`config.mk`:
```
export PLATFORM = sky130hd
export DESIGN_NAME = dff_pipe_reg_flat
export DESIGN_NICKNAME = d
export VERILOG_FILES = /design/src/rtl/dff_pipe_if.sv /design/src/rtl/dff_pipe_reg.sv /design/src/flat_wrapper.sv
export SDC_FILE = /design/constraint.sdc
export NUM_CORES = 1
export LEC_CHECK = 0
export CORE_MARGIN = 1.5
export CORE_UTILIZATION = 35
export DETAILED_ROUTE_END_ITERATION = 12
export PLACE_DENSITY = 0.68
export SYNTH_ARGS = -nofsm -noshare
export SYNTH_HDL_FRONTEND = slang
export SYNTH_SLANG_ARGS = --single-unit
```
`constraint.sdc`:
```
create_clock -name clk -period 2.7 [get_ports clk]
set_input_delay 0.405 -clock clk [delete_from_list [all_inputs] [get_ports clk]]
set_output_delay 0.405 -clock clk [all_outputs]
set_load 0.02 [all_outputs]
```
`src/rtl/dff_pipe_if.sv`:
```
// Valid/ready handshake bundle for the elastic register pipeline.
// The master side supplies words and downstream ready. The slave side is the pipeline.
interface dff_pipe_if #(
    parameter int WIDTH = 8
);
    logic             in_valid;
    logic             in_ready;
    logic [WIDTH-1:0] in_data;
    logic             out_valid;
    logic             out_ready;
    logic [WIDTH-1:0] out_data;

    modport master (
        output in_valid, in_data, out_ready,
        input  in_ready, out_valid, out_data
    );

    modport slave (
        input  in_valid, in_data, out_ready,
        output in_ready, out_valid, out_data
    );
endinterface

```
`src/rtl/dff_pipe_reg.sv`:
```
// Elastic DEPTH-stage register pipeline with valid/ready flow control and collapsing bubbles.
// Optional per-stage parity with error injection when DFF_PIPE_PARITY_EN is defined.
module dff_pipe_reg #(
    parameter int               WIDTH     = 8,
    parameter int               DEPTH     = 4,
    parameter logic [WIDTH-1:0] RESET_VAL = '0
) (
    input  logic                         clk,
    input  logic                         rst,
    input  logic                         flush,
    dff_pipe_if.slave                    bus,
    output logic [$clog2(DEPTH+1)-1:0]   occupancy
`ifdef DFF_PIPE_PARITY_EN
    ,
    input  logic                         err_inject,
    output logic                         par_err
`endif
);
    localparam int OCC_W = $clog2(DEPTH + 1);

    logic [DEPTH-1:0] stage_v;
    logic [DEPTH-1:0] adv;
    logic [WIDTH-1:0] stage_d [DEPTH];
    logic             in_xfer;
    logic             out_xfer;
    logic [OCC_W-1:0] occ_reg;
    logic [OCC_W-1:0] occ_next;
`ifdef DFF_PIPE_PARITY_EN
    logic [DEPTH-1:0] stage_p;
`endif

    // Ready ripples back combinationally, so an empty stage anywhere lets the tail advance.
    assign adv[DEPTH-1] = ~stage_v[DEPTH-1] | bus.out_ready;

    genvar gi;
    generate
        for (gi = 0; gi < DEPTH - 1; gi++) begin : g_adv
            assign adv[gi] = ~stage_v[gi] | adv[gi+1];
        end
    endgenerate

    assign bus.in_ready = adv[0] & ~flush;
    assign in_xfer      = bus.in_valid & bus.in_ready;
    assign out_xfer     = stage_v[DEPTH-1] & bus.out_ready;

    generate
        for (gi = 0; gi < DEPTH; gi++) begin : g_stage
            logic             v_in;
            logic [WIDTH-1:0] d_in;
            logic             valid_reg;
            logic [WIDTH-1:0] data_reg;

            if (gi == 0) begin : g_head
                assign v_in = in_xfer;
                assign d_in = bus.in_data;
            end else begin : g_body
                assign v_in = stage_v[gi-1];
                assign d_in = stage_d[gi-1];
            end

            always_ff @(posedge clk or posedge rst) begin
                if (rst) begin
                    valid_reg <= 1'b0;
                end else if (flush) begin
                    valid_reg <= 1'b0;
                end else if (adv[gi]) begin
                    valid_reg <= v_in;
                end
            end

            // Data only moves with a valid word, so empty stages keep stale data and stay quiet.
            always_ff @(posedge clk or posedge rst) begin
                if (rst) begin
                    data_reg <= RESET_VAL;
                end else if (adv[gi] & v_in & ~flush) begin
                    data_reg <= d_in;
                end
            end

            assign stage_v[gi] = valid_reg;
            assign stage_d[gi] = data_reg;

`ifdef DFF_PIPE_PARITY_EN
            logic p_in;
            logic par_reg;

            if (gi == 0) begin : g_phead
                assign p_in = (^bus.in_data) ^ err_inject;
            end else begin : g_pbody
                assign p_in = stage_p[gi-1];
            end

            always_ff @(posedge clk or posedge rst) begin
                if (rst) begin
                    par_reg <= 1'b0;
                end else if (adv[gi] & v_in & ~flush) begin
                    par_reg <= p_in;
                end
            end

            assign stage_p[gi] = par_reg;
`endif
        end
    endgenerate

    always_comb begin
        occ_next = occ_reg + OCC_W'(in_xfer) - OCC_W'(out_xfer);
        if (flush) begin
            occ_next = '0;
        end
    end

    always_ff @(posedge clk or posedge rst) begin
        if (rst) begin
            occ_reg <= '0;
        end else begin
            occ_reg <= occ_next;
        end
    end

    assign bus.out_valid = stage_v[DEPTH-1];
    assign bus.out_data  = stage_d[DEPTH-1];
    assign occupancy     = occ_reg;

`ifdef DFF_PIPE_PARITY_EN
    assign par_err = stage_v[DEPTH-1] & ((^stage_d[DEPTH-1]) != stage_p[DEPTH-1]);
`endif
endmodule

```
`src/flat_wrapper.sv`:
```
// flat-port wrapper written by rule: the top's interface ports become plain ports
module dff_pipe_reg_flat 
#(
    parameter int               WIDTH     = 8,
    parameter int               DEPTH     = 4,
    parameter logic [WIDTH-1:0] RESET_VAL = '0
)
  (clk, rst, flush, occupancy, bus_in_valid, bus_in_data, bus_out_ready, bus_in_ready, bus_out_valid, bus_out_data);
  dff_pipe_if #(.WIDTH(WIDTH)) bus_i ();
  input  logic clk;
  input  logic rst;
  input  logic flush;
  output logic [$clog2(DEPTH+1)-1:0] occupancy;
  input wire logic [$bits(bus_i.in_valid)-1:0] bus_in_valid;
  input wire logic [$bits(bus_i.in_data)-1:0] bus_in_data;
  input wire logic [$bits(bus_i.out_ready)-1:0] bus_out_ready;
  output wire logic [$bits(bus_i.in_ready)-1:0] bus_in_ready;
  output wire logic [$bits(bus_i.out_valid)-1:0] bus_out_valid;
  output wire logic [$bits(bus_i.out_data)-1:0] bus_out_data;
  assign bus_i.in_valid = bus_in_valid;
  assign bus_i.in_data = bus_in_data;
  assign bus_i.out_ready = bus_out_ready;
  assign bus_in_ready = bus_i.in_ready;
  assign bus_out_valid = bus_i.out_valid;
  assign bus_out_data = bus_i.out_data;
  dff_pipe_reg #(.WIDTH(WIDTH), .DEPTH(DEPTH), .RESET_VAL(RESET_VAL)) u_core (.clk(clk), .rst(rst), .flush(flush), .bus(bus_i), .occupancy(occupancy));
endmodule
```
# --- Yosys cells after proc, flatten, opt, wreduce, memory -nomap -nowiden ---
# Cells that the tools add are included.
word_totals:
  regBits: 39
  in_bits: 13
  wordCells: 44
op_classes:
  n_addsub: 2
  mux: 9
  n_bitwise: 20
  reduce_logical: 4
op_table:
  columns: ["cell", "n"]
  rows:
  - ["1-bit bitwise AND", 11]
  - ["1-bit 2-to-1 mux", 8]
  - ["2-bit nonzero test", 4]
  - ["1-bit inverter", 5]
  - ["1-bit bitwise OR", 4]
  - ["3-bit by 1-bit adder with 3-bit output", 1]
  - ["3-bit 2-to-1 mux", 1]
  - ["3-bit by 1-bit subtractor with 3-bit output", 1]

# --- Longest topological paths before layout ---
depth:
  word_depth: 10
  ltp_mapped: 8
  ltp_nobuf: 8

# --- Least setup slack after synthesis ---
# OpenSTA, ideal clock, no wires.
synth_timing:
  path_type: "reg2reg"
  startpoint: "register u_core.g_stage[3].valid_reg (netlist: u_core.bus.out_valid)"
  endpoint: "register u_core.occ_reg[2] (netlist: u_core.occupancy[2])"
  setup_time_ns: 0.131
  t_arrival_ns: 1.908
  required_ns: 2.569
  path_slack_ns: 0.660
  stages_incl_launch_ff: 9
  n_path_buf: 1
  cell_sequence: "dfrtp_1 > and4b_1 > buf_6 > a21oi_2 > ha_1 > inv_1 > fa_1 > xnor2_1 > nor2_1"
synth_between:
  elab_chain_cells: 10
  word_cells_on_any_way: 11
  classes_between: "2 x add/sub; 1 x mux; 8 x bitwise"
synth_lines:
  columns: ["item", "line", "rtl"]
  rows:
  - ["start, declared", "dff_pipe_reg.sv:50", "logic valid_reg;"]
  - ["start signal, assigned", "dff_pipe_reg.sv:67", "valid_reg <= v_in;"]
  - ["1-bit inverter", "dff_pipe_reg.sv:33", "assign adv[DEPTH-1] = ~stage_v[DEPTH-1] | bus.out_ready;"]
  - ["1-bit bitwise OR", "dff_pipe_reg.sv:33", null]
  - ["1-bit bitwise OR (3 in a row)", "dff_pipe_reg.sv:38", "assign adv[gi] = ~stage_v[gi] | adv[gi+1];"]
  - ["1-bit bitwise AND", "dff_pipe_reg.sv:42", "assign bus.in_ready = adv[0] & ~flush;"]
  - ["1-bit bitwise AND", "dff_pipe_reg.sv:43", "assign in_xfer = bus.in_valid & bus.in_ready;"]
  - ["3-bit by 1-bit adder with 3-bit output", "dff_pipe_reg.sv:107", "occ_next = occ_reg + OCC_W'(in_xfer) - OCC_W'(out_xfer);"]
  - ["3-bit by 1-bit subtractor with 3-bit output *", "dff_pipe_reg.sv:107", null]
  - ["3-bit 2-to-1 mux *", "dff_pipe_reg.sv:108", "if (flush) begin"]
  - ["via u_core.occ_next[2]", "dff_pipe_reg.sv:27", "logic [OCC_W-1:0] occ_next;"]
  - ["end signal, assigned", "dff_pipe_reg.sv:117", "occ_reg <= occ_next;"]
  - ["end, declared", "dff_pipe_reg.sv:26", "logic [OCC_W-1:0] occ_reg;"]
# Mark *: on every way through the listed nets, which the timed path passes. The rest lies on a longest branch.
# A chain may end at the register's enable or synchronous reset.

# --- Final worst setup path ---
layout_timing:
  startpoint: "input bus_out_ready"
  endpoint: "output bus_in_ready"
layout_between:
  elab_chain_cells: 5
layout_lines:
  columns: ["item", "line", "rtl"]
  rows:
  - ["start, declared", "flat_wrapper.sv:16", "input wire logic [$bits(bus_i.out_ready)-1:0] bus_out_ready;"]
  - ["1-bit bitwise OR", "dff_pipe_reg.sv:33", null]
  - ["1-bit bitwise OR (3 in a row)", "dff_pipe_reg.sv:38", null]
  - ["1-bit bitwise AND", "dff_pipe_reg.sv:42", null]
  - ["end, declared", "flat_wrapper.sv:17", "output wire logic [$bits(bus_i.in_ready)-1:0] bus_in_ready;"]
# Every way passes these cells.

==> metrics.yaml <==
synth_mux_area_share_pct: 24.4
slew_viol_final: 0
place_ws_ns: 0.348
synth_area_leaders: "dfrtp_1, mux2_2, mux2_4, nor2_1, ha_1"
worst_slack_ns: 0.355
clockBufferDepth: 2
crit_top_cell: "clkdlybuf4s50_1"
io_buffers: 25
grt_antenna_before_repair: 0
dpl.hpwl_mm: 1.84
seq_power_share_pct: 51.6
switching_power_uw: 424
min_path_type: "flop to flop"
die-area_sq_um: 4980
min_period_over_period_pct: 86.9
clock_latency_ns: 0.28
die_y_microns: 70.6
drtAntennaViolNets: 0
postSynthCellCount: 106
cap_violations: 0
synth-seq-cells: 39
postSynthAreaPerCell_sq_um: 15.1
cts_setup_buffers: 0
tns_ns: 0
crit_type: "input port to output port"
drt-pass1-iter-count: 3
area_growth_pct: 24.0
synth_top_family_by_area: "multiplexers"
ys_warn_count: 0
clockRootBuffer: "clkbuf_8"
layout_min_cycle_time_ns: 2.35
cts_tree: "yes"
p_int_uw: 1160
synth_compound_area_share_pct: 2.11
worst_slew_pin_slew_ns: 0.486
yosysTopAreaCellShare_pct: 61.0
cp_slowest_cell: "clkdlybuf4s50_1"
postCtsHoldBufs: 0
io_pins: 26
grt_pass1_vias: 951
power_frac_clock_pct: 23.9
largest_reg_flops: 24
max-vdd-ir-drop_uv: 286
cellLeakagePower_uw: 0.000907
start_kind: "input port"
synth-simple-area-share_pct: 5.16
nets: 151
setup_viol: 0
rsz0062_at_grt: "false"
rows: 24
fillerInstances: 395
p_comb_share_pct: 24.4
grt_pass1_wl_mm: 4.47
viasPerCell: 4.65
worst_ep_required_time_ns: 2.30
synthAdderAreaFrac_pct: 2.82
grt_usage_pct: 11.4
max_freq_ghz: 0.426
synth_area_sq_um: 1600
overflow: 0
power.total_uw: 1580
cp_cell_sequence: "clkdlybuf4s50_1 -> and4b_1 -> a21oi_1 -> clkdlybuf4s50_1"
slowest_delay_ns: 0.62
clk_pin_slew_worst_paths_ns: 0.08
synth_xor_area_share_pct: 1.10
wl_per_cell_microns: 13.0
cp_max_fo: 5
slew_headroom_pct: 67.6
syn-num-nets: 122
ys_seq_area_share_pct: 61.0
hold_violations: 0
via_count: 874
die_w_microns: 70.6
cts.sink_count: 39
switching_share_pct: 26.9
cts_inserted_buffers: 5
antenna_cells: 0
cts.repair.resized: 0
clock_skew_ns: 0.00447
whs_ns: 0.499
cp.arrival_ns: 1.94
initialDrtViolationCount: 29
routabilityCongestion: 0.717
cp-end-kind: "output port"
htreeDepth: 2
yosys.area.top_type: "dfrtp_1"
status: "finished clean"
power_density_nw_per_um2: 796
final_cells: 188
layout-drive-gt1-share_pct: 32.4
drcViolationCount: 0
postRouteWirelength_mm: 2.45
core_sq_um: 4380
initial_core_util_pct: 36.5
dp.cells: 180
ys_types: 20
grt_max_degree: 40
[layout make-up]
| cell class | instances | area (sq um) | share of cell area [%] |
|---|---|---|---|
| Sequential cell | 39 | 976 | 49.2 |
| Multi-Input combinational cell | 57 | 569 | 28.7 |
| Timing Repair Buffer | 27 | 265 | 13.4 |
| Clock buffer | 5 | 68.8 | 3.47 |
| Tap cell | 52 | 65.1 | 3.28 |
| Clock inverter | 3 | 20.0 | 1.01 |
| Inverter | 5 | 18.8 | 0.946 |
[cells in the final DEF (no fill, tap or decap), drive strengths merged, types with 4 or more instances in the layout]
cell	netlist	final
dfrtp	39	39
mux2	32	32
clkdlybuf4s50	0	25
nor2	8	8
inv	5	5
clkbuf	2	5
a21oi	4	4
[worst paths after layout]
kind	startpoint	endpoint	slack [ns]	cells past startpoint
setup / recovery	bus_out_ready	bus_in_ready	0.35	4
min in group asynchronous	rst	u_core.bus.out_data[5]	0.54	3
max in group asynchronous	rst	u_core.g_stage[1].data_reg[1]	1.84	3
hold / removal	u_core.g_stage[0].data_reg[2]	u_core.g_stage[1].data_reg[2]	0.50	1
hold reg to reg	u_core.g_stage[0].data_reg[2]	u_core.g_stage[1].data_reg[2]	0.50	1
setup reg to reg	u_core.bus.out_valid	u_core.occupancy[2]	0.89	8
[power groups by stage]
stage,Sequential (uW),Clock [uW],Combinational [uW]
finish,816,378,386
global route,841,414,418
CTS,818,392,392
detailed placement,830,0,391
global placement,820,0,378
floorplan,867,0,186
[synth_stat cells, drive strengths merged]
| cell type | n |
|---|---|
| or3b | 2 |
| and4b | 1 |
| fa | 1 |
| a21oi | 4 |
| xnor2 | 1 |
| buf | 3 |
| nand2b | 1 |
| xor2 | 1 |
| ha | 2 |
| clkbuf | 2 |
| mux2 | 32 |
| and2 | 1 |
| a211o | 1 |
| nor2b | 2 |
| dfrtp | 39 |
| inv | 5 |
| nor2 | 8 |
[metrics by stage]
| step | cell area [sq um] | utilization (%) |
|---|---|---|
| 2_1_floorplan | 1600 | - |
| 3_3_place_gp | 1890 | 43.2 |
| 3_5_place_dp | 1890 | 43.2 |
| 4_1_cts | 1980 | 45.2 |
| 5_1_grt | 1980 | 45.2 |
| 6_report | 1980 | 45.2 |
[critical path, delay by kind of cell]
family	cells	cell delay [ns]
buf+inv	2	1.11
simple gates	1	0.26
compound gates	1	0.16
[routing by layer]
metal  routed length, microns  GRT usage, %  share of wire, %  up-vias
met2                     1220          19.2                50       18
li1                         -             -                 -      422
met5                        0             0                 0        -
met4                       48          5.66               2.0        0
met3                      126          3.42               5.1        5
met1                     1050          13.4                43      429
[cell families after synthesis]
kind of cell	after synthesis
adders and majority gates	3
DFF	39
and+or+nand+nor	15
xor gates and xnor gates	2
AOI/OAI and AO/OA	5
muxes	32
buffers and inverters	10
Power figures use the tool's default switching activity.
